<file path="src/rtl/apb_regbank_pkg.sv">
// Shared constants for the APB register bank: register offsets, CTRL/STATUS
// bit positions and the completer FSM state encoding.
package apb_regbank_pkg;

  localparam int NUM_REGS = 8;

  // Byte offsets within the 32-byte register window
  localparam logic [4:0] ADDR_ID       = 5'h00;
  localparam logic [4:0] ADDR_CTRL     = 5'h04;
  localparam logic [4:0] ADDR_SCRATCH0 = 5'h08;
  localparam logic [4:0] ADDR_SCRATCH1 = 5'h0C;
  localparam logic [4:0] ADDR_STATUS   = 5'h10;
  localparam logic [4:0] ADDR_COUNT    = 5'h14;
  localparam logic [4:0] ADDR_GPIO_OUT = 5'h18;
  localparam logic [4:0] ADDR_GPIO_IN  = 5'h1C;

  localparam int CTRL_WAIT_LSB = 0;
  localparam int CTRL_WAIT_MSB = 3;
  localparam int CTRL_ERR_EN   = 8;
  localparam int CTRL_IRQ_EN   = 9;
  localparam logic [31:0] CTRL_MASK = 32'h0000_030F;

  localparam int STAT_UNMAPPED = 0;
  localparam int STAT_ABORT    = 1;
  localparam int STAT_RO_WRITE = 2;
  localparam int STAT_BITS     = 3;

  typedef enum logic {
    ST_IDLE   = 1'b0,
    ST_ACCESS = 1'b1
  } apbState_t;

  function automatic logic isReadOnly(input logic [4:0] off);
    return (off == ADDR_ID) || (off == ADDR_COUNT) || (off == ADDR_GPIO_IN);
  endfunction

endpackage

</file>
<file path="src/rtl/apb_regbank_if.sv">
// APB3 bus bundle between the bridge (master) and the register bank (slave).
interface apb_regbank_if #(
  parameter int ADDRWIDTH = 16,
  parameter int DATAWIDTH = 32
);
  logic                 PSEL;
  logic                 PENABLE;
  logic [ADDRWIDTH-1:0] PADDR;
  logic                 PWRITE;
  logic [DATAWIDTH-1:0] PWDATA;
  logic [DATAWIDTH-1:0] PRDATA;
  logic                 PREADY;
  logic                 PSLVERR;

  modport master (
    output PSEL, PENABLE, PADDR, PWRITE, PWDATA,
    input  PRDATA, PREADY, PSLVERR
  );

  modport slave (
    input  PSEL, PENABLE, PADDR, PWRITE, PWDATA,
    output PRDATA, PREADY, PSLVERR
  );
endinterface

</file>
<file path="src/rtl/apb_regbank_regs.sv">
// Register storage for the APB bank: CTRL, scratch, W1C STATUS, COUNT, GPIO,
// the read mux and error decode. Writes happen only on the commit strobe.
module apb_regbank_regs
  import apb_regbank_pkg::*;
#(
  parameter int                    ADDRWIDTH = 16,
  parameter int                    DATAWIDTH = 32,
  parameter logic [DATAWIDTH-1:0]  ID_VALUE  = 32'hA5B0_0001
) (
  input  logic                 clk,
  input  logic                 rst_n,
  input  logic                 i_clkEn,
  input  logic                 i_commit,
  input  logic                 i_abortSet,
  input  logic                 i_write,
  input  logic [ADDRWIDTH-3:0] i_wordAddr,
  input  logic [DATAWIDTH-1:0] i_wdata,
  input  logic [DATAWIDTH-1:0] i_gpioIn,
  output logic [DATAWIDTH-1:0] o_rdata,
  output logic                 o_err,
  output logic [3:0]           o_wait,
  output logic                 o_errEn,
  output logic [DATAWIDTH-1:0] o_gpioOut,
  output logic                 o_irq
);

  logic [DATAWIDTH-1:0] r_ctrl;
  logic [DATAWIDTH-1:0] r_scratch0;
  logic [DATAWIDTH-1:0] r_scratch1;
  logic [STAT_BITS-1:0] r_status;
  logic [15:0]          r_count;
  logic [DATAWIDTH-1:0] r_gpioOut;
  logic [DATAWIDTH-1:0] r_gpioIn;
  logic                 r_irq;

  logic                 w_mapped;
  logic [4:0]           w_off;
  logic                 w_roTarget;
  logic                 w_okWrite;
  logic [STAT_BITS-1:0] w_statusSet;
  logic [STAT_BITS-1:0] w_statusClr;
  logic [STAT_BITS-1:0] w_statusNext;

  assign w_mapped   = ((i_wordAddr >> 3) == '0);
  assign w_off      = {i_wordAddr[2:0], 2'b00};
  assign w_roTarget = isReadOnly(w_off);
  assign o_err      = !w_mapped || (i_write && w_roTarget);
  assign w_okWrite  = i_commit && i_write && w_mapped && !w_roTarget;

  // Hardware set is OR'ed in after the W1C clear so a coincident set wins
  always_comb begin
    w_statusSet = '0;
    w_statusClr = '0;
    if (i_commit && !w_mapped)                         w_statusSet[STAT_UNMAPPED] = 1'b1;
    if (i_commit && i_write && w_mapped && w_roTarget) w_statusSet[STAT_RO_WRITE] = 1'b1;
    if (i_abortSet)                                    w_statusSet[STAT_ABORT]    = 1'b1;
    if (w_okWrite && (w_off == ADDR_STATUS))           w_statusClr = i_wdata[STAT_BITS-1:0];
    w_statusNext = (r_status & ~w_statusClr) | w_statusSet;
  end

  always_ff @(posedge clk or negedge rst_n) begin
    if (!rst_n) begin
      r_ctrl     <= '0;
      r_scratch0 <= '0;
      r_scratch1 <= '0;
      r_status   <= '0;
      r_count    <= '0;
      r_gpioOut  <= '0;
      r_gpioIn   <= '0;
      r_irq      <= 1'b0;
    end else if (i_clkEn) begin
      r_gpioIn <= i_gpioIn;
      r_status <= w_statusNext;
      r_irq    <= (|r_status) && r_ctrl[CTRL_IRQ_EN];
      if (w_okWrite) begin
        case (w_off)
          ADDR_CTRL:     r_ctrl     <= i_wdata & CTRL_MASK[DATAWIDTH-1:0];
          ADDR_SCRATCH0: r_scratch0 <= i_wdata;
          ADDR_SCRATCH1: r_scratch1 <= i_wdata;
          ADDR_GPIO_OUT: r_gpioOut  <= i_wdata;
          default: ;
        endcase
      end
      if (i_commit && !o_err) r_count <= r_count + 16'd1;
    end
  end

  always_comb begin
    o_rdata = '0;
    if (w_mapped) begin
      case (w_off)
        ADDR_ID:       o_rdata = ID_VALUE;
        ADDR_CTRL:     o_rdata = r_ctrl;
        ADDR_SCRATCH0: o_rdata = r_scratch0;
        ADDR_SCRATCH1: o_rdata = r_scratch1;
        ADDR_STATUS:   o_rdata = {{(DATAWIDTH-STAT_BITS){1'b0}}, r_status};
        ADDR_COUNT:    o_rdata = {{(DATAWIDTH-16){1'b0}}, r_count};
        ADDR_GPIO_OUT: o_rdata = r_gpioOut;
        ADDR_GPIO_IN:  o_rdata = r_gpioIn;
        default:       o_rdata = '0;
      endcase
    end
  end

  assign o_wait    = r_ctrl[CTRL_WAIT_MSB:CTRL_WAIT_LSB];
  assign o_errEn   = r_ctrl[CTRL_ERR_EN];
  assign o_gpioOut = r_gpioOut;
  assign o_irq     = r_irq;

endmodule

</file>
<file path="src/rtl/apb_regbank_slave.sv">
// APB3 completer: IDLE/ACCESS FSM with programmable wait states, driving the
// register bank through a commit strobe; everything advances on PCLKEN edges.
module apb_regbank_slave
  import apb_regbank_pkg::*;
#(
  parameter int                   ADDRWIDTH = 16,
  parameter int                   DATAWIDTH = 32,
  parameter logic [DATAWIDTH-1:0] ID_VALUE  = 32'hA5B0_0001
) (
  input  logic                 HCLK,
  input  logic                 HRESETn,
  input  logic                 PCLKEN,
  apb_regbank_if.slave         apb,
  input  logic [DATAWIDTH-1:0] GPIO_IN,
  output logic [DATAWIDTH-1:0] GPIO_OUT,
  output logic                 IRQ
);

  apbState_t            r_state;
  logic [ADDRWIDTH-3:0] r_wordAddr;
  logic                 r_write;
  logic [3:0]           r_waitCnt;

  logic                 w_ready;
  logic                 w_commit;
  logic                 w_abortSet;
  logic [DATAWIDTH-1:0] w_rdata;
  logic                 w_err;
  logic [3:0]           w_wait;
  logic                 w_errEn;
  logic                 w_unused;

  assign w_unused   = &{1'b0, apb.PADDR[1:0]};
  assign w_ready    = (r_state == ST_ACCESS) && (r_waitCnt == 4'd0);
  assign w_commit   = PCLKEN && w_ready && apb.PSEL;
  assign w_abortSet = PCLKEN && (((r_state == ST_IDLE) && apb.PSEL && apb.PENABLE) ||
                                 ((r_state == ST_ACCESS) && !apb.PSEL));

  // A dropped PSEL in ACCESS aborts regardless of the remaining wait count
  always_ff @(posedge HCLK or negedge HRESETn) begin
    if (!HRESETn) begin
      r_state    <= ST_IDLE;
      r_wordAddr <= '0;
      r_write    <= 1'b0;
      r_waitCnt  <= '0;
    end else if (PCLKEN) begin
      case (r_state)
        ST_IDLE: begin
          if (apb.PSEL && !apb.PENABLE) begin
            r_wordAddr <= apb.PADDR[ADDRWIDTH-1:2];
            r_write    <= apb.PWRITE;
            r_waitCnt  <= w_wait;
            r_state    <= ST_ACCESS;
          end
        end
        ST_ACCESS: begin
          if (!apb.PSEL || (r_waitCnt == 4'd0)) begin
            r_state <= ST_IDLE;
          end else if (apb.PENABLE) begin
            r_waitCnt <= r_waitCnt - 4'd1;
          end
        end
        default: r_state <= ST_IDLE;
      endcase
    end
  end

  apb_regbank_regs #(
    .ADDRWIDTH (ADDRWIDTH),
    .DATAWIDTH (DATAWIDTH),
    .ID_VALUE  (ID_VALUE)
  ) u_regs (
    .clk        (HCLK),
    .rst_n      (HRESETn),
    .i_clkEn    (PCLKEN),
    .i_commit   (w_commit),
    .i_abortSet (w_abortSet),
    .i_write    (r_write),
    .i_wordAddr (r_wordAddr),
    .i_wdata    (apb.PWDATA),
    .i_gpioIn   (GPIO_IN),
    .o_rdata    (w_rdata),
    .o_err      (w_err),
    .o_wait     (w_wait),
    .o_errEn    (w_errEn),
    .o_gpioOut  (GPIO_OUT),
    .o_irq      (IRQ)
  );

  assign apb.PREADY  = w_ready;
  assign apb.PRDATA  = (w_ready && !r_write) ? w_rdata : '0;
  assign apb.PSLVERR = w_ready && w_errEn && w_err;

endmodule

</file>
<file path="src/flat_wrapper.sv">
// flat-port wrapper written by rule: the top's interface ports become plain ports
module apb_regbank_slave_flat import apb_regbank_pkg::*;
#(
  parameter int                   ADDRWIDTH = 16,
  parameter int                   DATAWIDTH = 32,
  parameter logic [DATAWIDTH-1:0] ID_VALUE  = 32'hA5B0_0001
)
  (HCLK, HRESETn, PCLKEN, GPIO_IN, GPIO_OUT, IRQ, apb_PSEL, apb_PENABLE, apb_PADDR, apb_PWRITE, apb_PWDATA, apb_PRDATA, apb_PREADY, apb_PSLVERR);
  apb_regbank_if #(.ADDRWIDTH(ADDRWIDTH), .DATAWIDTH(DATAWIDTH)) apb_i ();
  input  logic HCLK;
  input  logic HRESETn;
  input  logic PCLKEN;
  input  logic [DATAWIDTH-1:0] GPIO_IN;
  output logic [DATAWIDTH-1:0] GPIO_OUT;
  output logic IRQ;
  input wire logic [$bits(apb_i.PSEL)-1:0] apb_PSEL;
  input wire logic [$bits(apb_i.PENABLE)-1:0] apb_PENABLE;
  input wire logic [$bits(apb_i.PADDR)-1:0] apb_PADDR;
  input wire logic [$bits(apb_i.PWRITE)-1:0] apb_PWRITE;
  input wire logic [$bits(apb_i.PWDATA)-1:0] apb_PWDATA;
  output wire logic [$bits(apb_i.PRDATA)-1:0] apb_PRDATA;
  output wire logic [$bits(apb_i.PREADY)-1:0] apb_PREADY;
  output wire logic [$bits(apb_i.PSLVERR)-1:0] apb_PSLVERR;
  assign apb_i.PSEL = apb_PSEL;
  assign apb_i.PENABLE = apb_PENABLE;
  assign apb_i.PADDR = apb_PADDR;
  assign apb_i.PWRITE = apb_PWRITE;
  assign apb_i.PWDATA = apb_PWDATA;
  assign apb_PRDATA = apb_i.PRDATA;
  assign apb_PREADY = apb_i.PREADY;
  assign apb_PSLVERR = apb_i.PSLVERR;
  apb_regbank_slave #(.ADDRWIDTH(ADDRWIDTH), .DATAWIDTH(DATAWIDTH), .ID_VALUE(ID_VALUE)) u_core (.HCLK(HCLK), .HRESETn(HRESETn), .PCLKEN(PCLKEN), .apb(apb_i), .GPIO_IN(GPIO_IN), .GPIO_OUT(GPIO_OUT), .IRQ(IRQ));
endmodule
</file>
<file path="config.mk">
export PLATFORM = sky130hd
export DESIGN_NAME = apb_regbank_slave_flat
export DESIGN_NICKNAME = d
export VERILOG_FILES = /design/src/rtl/apb_regbank_pkg.sv /design/src/rtl/apb_regbank_if.sv /design/src/rtl/apb_regbank_regs.sv /design/src/rtl/apb_regbank_slave.sv /design/src/flat_wrapper.sv
export SDC_FILE = /design/constraint.sdc
export NUM_CORES = 1
export LEC_CHECK = 0
export ABC_AREA = 1
export CAP_MARGIN = 20
export CORE_ASPECT_RATIO = 0.7
export CORE_MARGIN = 2
export CORE_UTILIZATION = 58
export DETAILED_ROUTE_END_ITERATION = 10
export DONT_BUFFER_PORTS = 1
export PLACE_DENSITY = 0.84
export SETUP_SLACK_MARGIN = 0.1
export SKIP_LAST_GASP = 1
export SLEW_MARGIN = 10
export SYNTH_ARGS = -nofsm -noshare
export SYNTH_HDL_FRONTEND = slang
export SYNTH_SLANG_ARGS = --single-unit
</file>
<file path="constraint.sdc">
create_clock -name HCLK -period 2.8 [get_ports HCLK]
set_clock_uncertainty 0.15 [all_clocks]
set_input_delay 0.42 -clock HCLK [delete_from_list [all_inputs] [get_ports HCLK]]
set_output_delay 0.42 -clock HCLK [all_outputs]
set_load 0.05 [all_outputs]
</file>
-- Word-level counts from Yosys, hierarchy flattened
Index checks and enable logic that the tools add are counted.
- bits in registers: 174
- input port bits: 86
- output and inout bits: 67
- word-level logic and storage cells: 84
- $add $sub $neg: 2
- equality and inequality tests: 10
- muxes and demuxes: 14
- bitwise operators: 4
- reduce and logical (&&, ||, !) cells: 42
- operators by type and width (kind ; count):
    32-bit one-hot mux with 8 select lines ; 1
    32-bit 2-to-1 mux ; 2
    1-bit logical AND ; 20
    16-bit by 1-bit adder with 16-bit output (second input constant) ; 1
    3-bit AND reduction ; 5
    14-bit logical NOT ; 1
    3-bit == test (second input constant) ; 4
    4-bit 2-to-1 mux ; 3
    4-bit one-hot mux with 2 select lines ; 1
    3-bit by 2-bit == test with 1-bit output (second input constant) ; 2
    1-bit logical NOT ; 6
    2-bit inequality test (second input constant) ; 3
    5-bit logical NOT ; 1
    1-bit logical OR ; 5
    1-bit 2-to-1 mux ; 5
    4-bit logical NOT ; 1
    4-bit AND reduction ; 1
    4-bit by 1-bit subtractor with 4-bit output (second input constant) ; 1
    3-bit bitwise AND ; 1
    3-bit by 1-bit == test with 1-bit output (second input constant) ; 1
    3-bit 2-to-1 mux ; 1
    3-bit inverter ; 1
    3-bit bitwise OR ; 1
    3-bit OR reduction ; 1
    3 further kinds ; 3

-- Longest topological paths before layout
Gate-level depths: netlist of run 1.
- word-level depth: 12
- gate-level depth with buffers: 11
- depth with buffers taken out: 10

-- Hierarchy
A second synthesis of run 1 with hierarchy kept.
- cells, all modules: 1216
- area, all modules: 9171.3 sq um
- by module, submodules not included (module ; times used ; cells an instance ; area an instance (sq um) ; seq. area each (sq um)):
    apb_regbank_regs ; 1 ; 1021 ; 7638.6 ; 3853.7
    apb_regbank_slave ; 1 ; 195 ; 1532.7 ; 500.5

-- Worst setup path after synthesis of run 1
Ideal clock, no wire load.
- path type: reg-to-output
- start: register u_core.r_waitCnt[0]
- end: output apb_PRDATA[22]
- arrival time: 2737 ps
- required time: 2230 ps
- setup slack: -507 ps
- stages on the path, launching flop included: 10
- buffers on the path: 1
- path through: dfrtp_1 -> inv_1 -> ha_1 -> nand3_1 -> nor2_1 -> inv_1 -> nor2_1 -> nand2_1 -> buf_2 -> a31oi_1
- word-level cells in the longest chain between the ends: 4
- RTL lines (what ; RTL line ; RTL):
    start, declared ; apb_regbank_slave.sv:22 ; logic [3:0] r_waitCnt;
    start signal, assigned ; apb_regbank_slave.sv:52 ; r_waitCnt <= w_wait;
    start signal, assigned ; apb_regbank_slave.sv:60 ; r_waitCnt <= r_waitCnt - 4'd1;
    4-bit logical NOT ; apb_regbank_slave.sv:34 ; assign w_ready = (r_state == ST_ACCESS) && (r_waitCnt == 4'd0);
    1-bit logical AND ; apb_regbank_slave.sv:34 ;
    net apb_PREADY ; flat_wrapper.sv:22 ; output wire logic [$bits(apb_i.PREADY)-1:0] apb_PREADY;
    1-bit logical AND ; apb_regbank_slave.sv:91 ; assign apb.PRDATA = (w_ready && !r_write) ? w_rdata : '0;
    32-bit 2-to-1 mux ; apb_regbank_slave.sv:91 ;
    end, declared ; flat_wrapper.sv:21 ; output wire logic [$bits(apb_i.PRDATA)-1:0] apb_PRDATA;
The timed path passes the listed nets, and every way through them passes these cells.

-- Final worst setup path of run 1
- start: register u_core.r_waitCnt[0]
- end: output apb_PRDATA[18]
- word-level cells in the longest chain between the ends: 4
- RTL lines (what ; RTL line):
    4-bit logical NOT ; apb_regbank_slave.sv:34
    1-bit logical AND ; apb_regbank_slave.sv:34
    1-bit logical AND ; apb_regbank_slave.sv:91
    32-bit 2-to-1 mux ; apb_regbank_slave.sv:91
Every way passes these cells.

==> metrics.md, run 1 <==
| Metric | Value |
|---|---|
| Max-cap violations | `0` |
| Post-route DRC violation count | `0` |
| Layout Nets | `1193` |
| Syn nets | `1123` |
| Worst path arrival time | `2.18 ns` |
| Yosys cell types | `31` |
| Post-synth EDFFs | `0` |
| Die Span Y | `104 microns` |
| Ys Warns | `0` |
| Routability Congestion | `0.899` |
| Post-synth top flop | `dfrtp_1` |
| DR WL/cell | `18.3 microns` |
| Area Growth Syn to Fin | `27.6%` |
| Die width | `146 microns` |
| Vias in the first global route | `7353` |
| First-pass iteration count of the detailed router | `6` |
| Synth async-reset ratio | `1.00` |
| IO buf count | `0` |
| Area occupied by registers | `0.00436 sq mm` |
| Area leader, netlist | `dfrtp_1` |
| Synthesized area per cell | `7.96 sq um` |
| Global-route wire length before repair | `37.7 mm` |
| ANT nets after route | `0` |
| Pin count of the biggest net entering global routing | `175` |
| Clock insertion delay at the later pin of the skew report | `0.43 ns` |
| Synth Register Bits | `174` |
| Worst-margin pin slew | `0.778 ns` |
| Crit Path Class | `flop to output port` |
| Mapped Area | `0.00823 sq mm` |
| Power Dens Cells | `574 mW/mm^2` |
| Multi-input gate area | `0.00361 sq mm` |
| Final worst path period share | `0.982` |
| Min cycle time layout | `2.75 ns` |
| Leak | `0.00478 uW` |
| Vias | `7532` |
| Hold_buf cts | `48` |
| HPWL after DPL | `13.6 mm` |
| Initial Utilization | `0.593` |
| Status | `finished, violations left` |
| Type of the tightest min-delay check | `input pin to async pin` |
| Num CTS Buffers | `17` |
| Non-filler cells, final | `1307` |
| CP Data Required Time | `2.23 ns` |
| Worst-path maximum fanout | `9` |
| Peak VDD IR | `0.374 mV` |
| Top-count cell post-synth | `nand2_1` |
| Final Cell Area | `0.0105 sq mm` |
| Crit start category | `flop` |
| Synth top area share | `0.529` |
| Vias per cell | `5.76` |
| Failing checks | `hold timing` |
| Final Hold Viols | `174` |
| RSZ-0062 raised after global routing | `yes` |
| Cell chosen for the clock root | `clkbuf_16` |
| Filler cells | `933` |
| Placed insts | `1221` |
| Core Rows | `36` |
| Total gr overflow | `0` |
| Hold WS | `-0.468 ns` |
| Initial antenna violation count | `0` |
| All-Layer GR Usage | `0.314` |
| Final WL | `24.0 mm` |
| Slew Viols, Final | `0` |
| DIE AREA | `0.0152 sq mm` |
| Top-level port count | `153` |
| Clock Tree Buf Depth | `2` |
| Max-Slew Margin vs Limit | `0.481` |
| Core area | `0.0139 sq mm` |
| Antenna Cells | `0` |
| Clock-pin slew of the registers on the worst-case setup and hold paths | `0.07 ns` |
| Initial DRC Count | `779` |
| Most frequent cells after synthesis | `376 x nand2_1, 174 x dfrtp_1, 98 x o21ai_1, 93 x inv_1, 69 x o21ai_0` |
| Placed Area | `0.00904 sq mm` |
| Fmax | `364 MHz` |
| CTS sink cnt | `174` |
| Post-synthesis sequential area ratio | `0.529` |
| Share of cells above drive strength 1 | `0.127` |
| Final setup violation count | `0` |
| Synth top area cells | `dfrtp_1 53%, nand2_1 17%, o21ai_1 6.0%` |
| Crit end category | `output port` |
| CTS tree | `done` |
| H-Tree Depth | `4` |
| Post-Syn Instances | `1034` |
==> timing repair <==
item / in CTS / in global routing
endpoints found under the setup margin: 33 / 33
hold endpoints to repair: 222 / 174
setup buffers: 0 / 3
pin swaps: 0 / 7
cloned: 0 / 3
resized for setup: 23 / 36
==> path summary, 6_finish.rpt <==
| path | from | end | slack, ns | cells past startpoint |
|---|---|---|---|---|
| worst max-delay path | u_core.r_waitCnt[0] | apb_PRDATA[18] | 0.05 | 10 |
| worst min-delay path | HRESETn | u_core.u_regs.r_gpioIn[6] | -0.47 | 0 |
| worst max register to register | u_core.r_waitCnt[0] | u_core.u_regs.o_gpioOut[18] | 0.35 | 9 |
| worst min register to register | u_core.u_regs.r_gpioIn[30] | u_core.u_regs.r_gpioIn[30] | 0.33 | 2 |
| max in group asynchronous | HRESETn | u_core.r_wordAddr[0] | 2.75 | 0 |
| min in group HCLK | apb_PADDR[15] | u_core.r_wordAddr[13] | 0.01 | 2 |
==> layout by cell type (no fill, tap or decap), types with 3 or more instances in the layout <==
| master | instances |
|---|---|
| buf_6 | 4 |
| nand2_2 | 4 |
| nand4_1 | 3 |
| nor2_1 | 45 |
| nand2_4 | 4 |
| inv_8 | 6 |
| buf_12 | 34 |
| a21oi_1 | 12 |
| o21ai_1 | 99 |
| inv_2 | 5 |
| a21oi_4 | 14 |
| o21a_1 | 5 |
| dfrtp_1 | 171 |
| o211ai_1 | 4 |
| clkbuf_16 | 20 |
| a31oi_4 | 5 |
| buf_4 | 8 |
| xnor2_1 | 6 |
| o21ai_0 | 68 |
| nand3_1 | 32 |
| nand2_1 | 373 |
| a22oi_1 | 9 |
| dfrtp_2 | 3 |
| a21oi_2 | 3 |
| dlygate4sd3_1 | 47 |
| clkinv_4 | 4 |
| inv_1 | 87 |
| xor2_1 | 5 |
| nor2_4 | 13 |
==> layout make-up <==
| cell class | count | share of cell area |
|---|---|---|
| Timing Repair Buffer | 97 | 0.129 |
| Tap cell | 190 | 0.0226 |
| Clock buffer | 18 | 0.0409 |
| Inverter | 96 | 0.0348 |
| Sequential cell | 174 | 0.415 |
| Multi-Input combinational cell | 718 | 0.344 |
| Clock inverter | 14 | 0.0137 |
==> per-layer routing <==
metal | routed length [microns] | track usage
met1 | 9910 | 0.433
met2 | 11300 | 0.495
met3 | 2170 | 0.0758
met4 | 639 | 0.0992
met5 | 0 | 0
==> through the flow <==
step,hold WS [ns],utilization,setup TNS (ns),total power (uW),setup WS [ns]
2_1_floorplan,-0.0256,-,0,3280,0.0685
3_3_place_gp,-0.0185,0.652,0,3470,0.416
3_5_place_dp,-0.0195,0.652,0,3500,0.376
4_1_cts,-0.472,0.737,0,5880,0.0621
5_1_grt,-0.482,0.757,-0.520,6250,-0.0471
6_report,-0.468,0.757,0,6030,0.0516
==> report_power, final <==
part	internal [uW]	switching [uW]	leakage, uW
logic	317	640	0.00217
registers	2650	101	0.00233
clock network	1190	1130	0.000280
==> kinds of logic after synthesis <==
logic type               synth area share
AND/OR/NAND/NOR                     0.235
AO/OA/AOI/OAI                       0.140
flip-flops                          0.529
buffers and inverters              0.0789
XOR/XNOR                           0.0117
adder cells (fa/ha/maj)           0.00456
==> sequential cells by signal, summed over array words and instances, names as in the netlist <==
signal	flops
u_core.r_state	1
u_core.r_waitCnt	4
u_core.r_wordAddr	14
u_core.r_write	1
u_core.u_regs.o_gpioOut	32
u_core.u_regs.o_irq	1
u_core.u_regs.r_count	16
u_core.u_regs.r_ctrl	6
u_core.u_regs.r_gpioIn	32
u_core.u_regs.r_scratch0	32
u_core.u_regs.r_scratch1	32
u_core.u_regs.r_status	3
==> worst max-delay path, stage by stage (launching register included) <==
cell       delay (ns)
dfrtp_1          0.38
inv_2            0.12
ha_4             0.16
nand3_4          0.09
nor2_4           0.14
inv_2            0.06
nor2_4           0.11
nand2_4          0.13
clkbuf_16        0.23
a21oi_4          0.16
buf_12           0.15
Note: power is estimated with default switching activity, not from simulation.
==> inputs of run 2 (changes only) <==
- CORE_ASPECT_RATIO: 0.7 -> 1.1
- SKIP_CTS_REPAIR_TIMING: default -> 1
- clock period: 2.8 -> 3.05 ns (I/O delays scaled with it)
==> run 2 against run 1 <==
Net effect: the flow still finishes with violations (hold timing); core utilization is 8.1 points lower; cell area is 11% lower; count of clock-buffer cells in the layout grew 5.
==> metrics.md, run 2 (synthesis results as in run 1) <==
| Metric | Value |
|---|---|
| Status | `finished, violations left` |
| Failing checks | `hold timing` |
| Leading cell type in the layout, fill and taps excluded | `nand2_1` |
| Worst-margin pin slew | `0.718 ns` |
| Final setup violation count | `0` |
| Num CTS Buffers | `17` |
| Fmax | `353 MHz` |
| Vias in the first global route | `6641` |
| Clock-pin slew of the registers on the worst-case setup and hold paths | `0.07 ns` |
| Cell chosen for the clock root | `clkbuf_16` |
| First-pass iteration count of the detailed router | `5` |
| Min cycle time layout | `2.84 ns` |
| Worst-path maximum fanout | `22` |
| DR WL/cell | `16.7 microns` |
| Setup TNS | `0 ns` |
| Filler cells | `1135` |
| Initial Utilization | `0.594` |
| Final WL | `21.1 mm` |
| Final worst path period share | `0.930` |
| Initial antenna violation count | `0` |
| H-Tree Depth | `4` |
| R2r worst-path depth | `9` |
| Met3 GRT Util | `0.0714` |
| CP delay by family, top | `buffers and inverters` |
| Total gr overflow | `0` |
| Routing usage on met1 | `0.339` |
| Critical Path Source | `u_core.r_waitCnt[0]` |
| Core area | `0.0139 sq mm` |
| Routability Congestion | `0.865` |
| Die Span Y | `129 microns` |
| Hold WS | `-0.440 ns` |
| Max-cap violations | `0` |
| Layout Nets | `1147` |
| Die width | `118 microns` |
| Power Dens Cells | `594 mW/mm^2` |
| Type of the tightest min-delay check | `input pin to async pin` |
| Crit end category | `output port` |
| Critical Path, Cell by Cell | `inv_2, ha_1, nand3_1, nor2_2, inv_1, nor2_4, nand2_4, buf_12, a31oi_1, buf_4` |
| Share of cells above drive strength 1 | `0.111` |
| Peak VDD IR | `0.458 mV` |
| Global-route wire length before repair | `32.5 mm` |
| CTS sink cnt | `174` |
| Critical path's slowest cell | `dfrtp_1` |
| Clock insertion delay at the later pin of the skew report | `0.44 ns` |
| Util after Layout | `0.676` |
| Leak | `0.00448 uW` |
| ANT nets after route | `0` |
| All-Layer GR Usage | `0.274` |
| CP Data Required Time | `2.44 ns` |
| Crit Path Class | `flop to output port` |
| Reg2Reg Capture Point | `u_core.u_regs.r_count[7]` |
| Clock Tree Buf Depth | `2` |
| Vias | `7039` |
| CTS tree | `done` |
| Global routing's busiest layer | `met2` |
| Vias per cell | `5.59` |
| Antenna Cells | `0` |
| Worst path arrival time | `2.23 ns` |
| Area Growth Syn to Fin | `13.8%` |
| IO buf count | `0` |
| HPWL after DPL | `13.4 mm` |
| Core Rows | `45` |
| Commonest non-fill, non-tap cells in the layout | `375 x nand2_1, 174 x dfrtp_1, 98 x o21ai_1` |
| Pin count of the biggest net entering global routing | `175` |
| Crit. path cell count | `10` |
| Reg2reg setup slack | `0.67 ns` |
| Initial DRC Count | `520` |
| Reg-to-Reg Start | `u_core.r_wordAddr[0]` |
| Met2 Track Usage GR | `0.469` |
| Area occupied by registers | `0.00435 sq mm` |
| Crit start category | `flop` |
| Final Cell Area | `0.00936 sq mm` |
| DIE AREA | `0.0152 sq mm` |
| Power Total | `5560 uW` |
| Slew Viols, Final | `0` |
| Multi-input gate area | `0.00334 sq mm` |
| Worst Setup EP | `apb_PRDATA[19]` |
| Top-level port count | `153` |
| Placed Area | `0.00859 sq mm` |
| Max-Slew Margin vs Limit | `0.521` |
| RSZ-0062 raised after global routing | `no` |
| WP buf/inv | `4` |
| Worst path max stage delay | `0.39 ns` |
| Post-route DRC violation count | `0` |
| Final Hold Viols | `184` |
## run 2: per-stage QoR
| stage | hold WS (ns) | setup slack, ns | instances |
|---|---|---|---|
| 5_1_grt | -0.446 | 0.108 | 1259 |
| 2_1_floorplan | 0.0119 | 0.0660 | 1034 |
| 3_3_place_gp | 0.0190 | 0.463 | 1218 |
| 6_report | -0.440 | 0.215 | 1259 |
| 4_1_cts | -0.434 | -0.0507 | 1250 |
| 3_5_place_dp | 0.0213 | 0.418 | 1218 |
## run 2: final cells by class
cell class	count	share of cell area
clock buffers	23	0.0521
clock inverters	9	0.0167
flip-flops and latches	174	0.465
multi-input cells	718	0.357
inverters	96	0.0396
well taps	188	0.0251
repair buffers	51	0.0445
## run 2: worst min path at each step
stage	to	from	depth (start not counted)	slack [ns]
2_1_floorplan	u_core.r_state	HRESETn	0	0.01
3_3_place_gp	u_core.r_waitCnt[2]	HRESETn	0	0.02
3_5_place_dp	u_core.u_regs.o_gpioOut[7]	HRESETn	0	0.02
4_1_cts	u_core.r_waitCnt[1]	HRESETn	0	-0.43
5_1_grt	u_core.r_waitCnt[2]	HRESETn	0	-0.45
6_report	u_core.r_waitCnt[2]	HRESETn	0	-0.44
## run 2: power by group
group / switching (uW) / total, uW / leakage [uW] / internal [uW]
registers: 85.6 / 2520 / 0.00234 / 2440
logic: 473 / 676 / 0.00183 / 203
clock network: 902 / 2360 / 0.000306 / 1460
## run 2: routing by layer
layer,up-vias,part of all wire
li1,3343,-
met1,3389,0.41
met2,270,0.50
met3,37,0.066
met4,0,0.020
met5,-,0
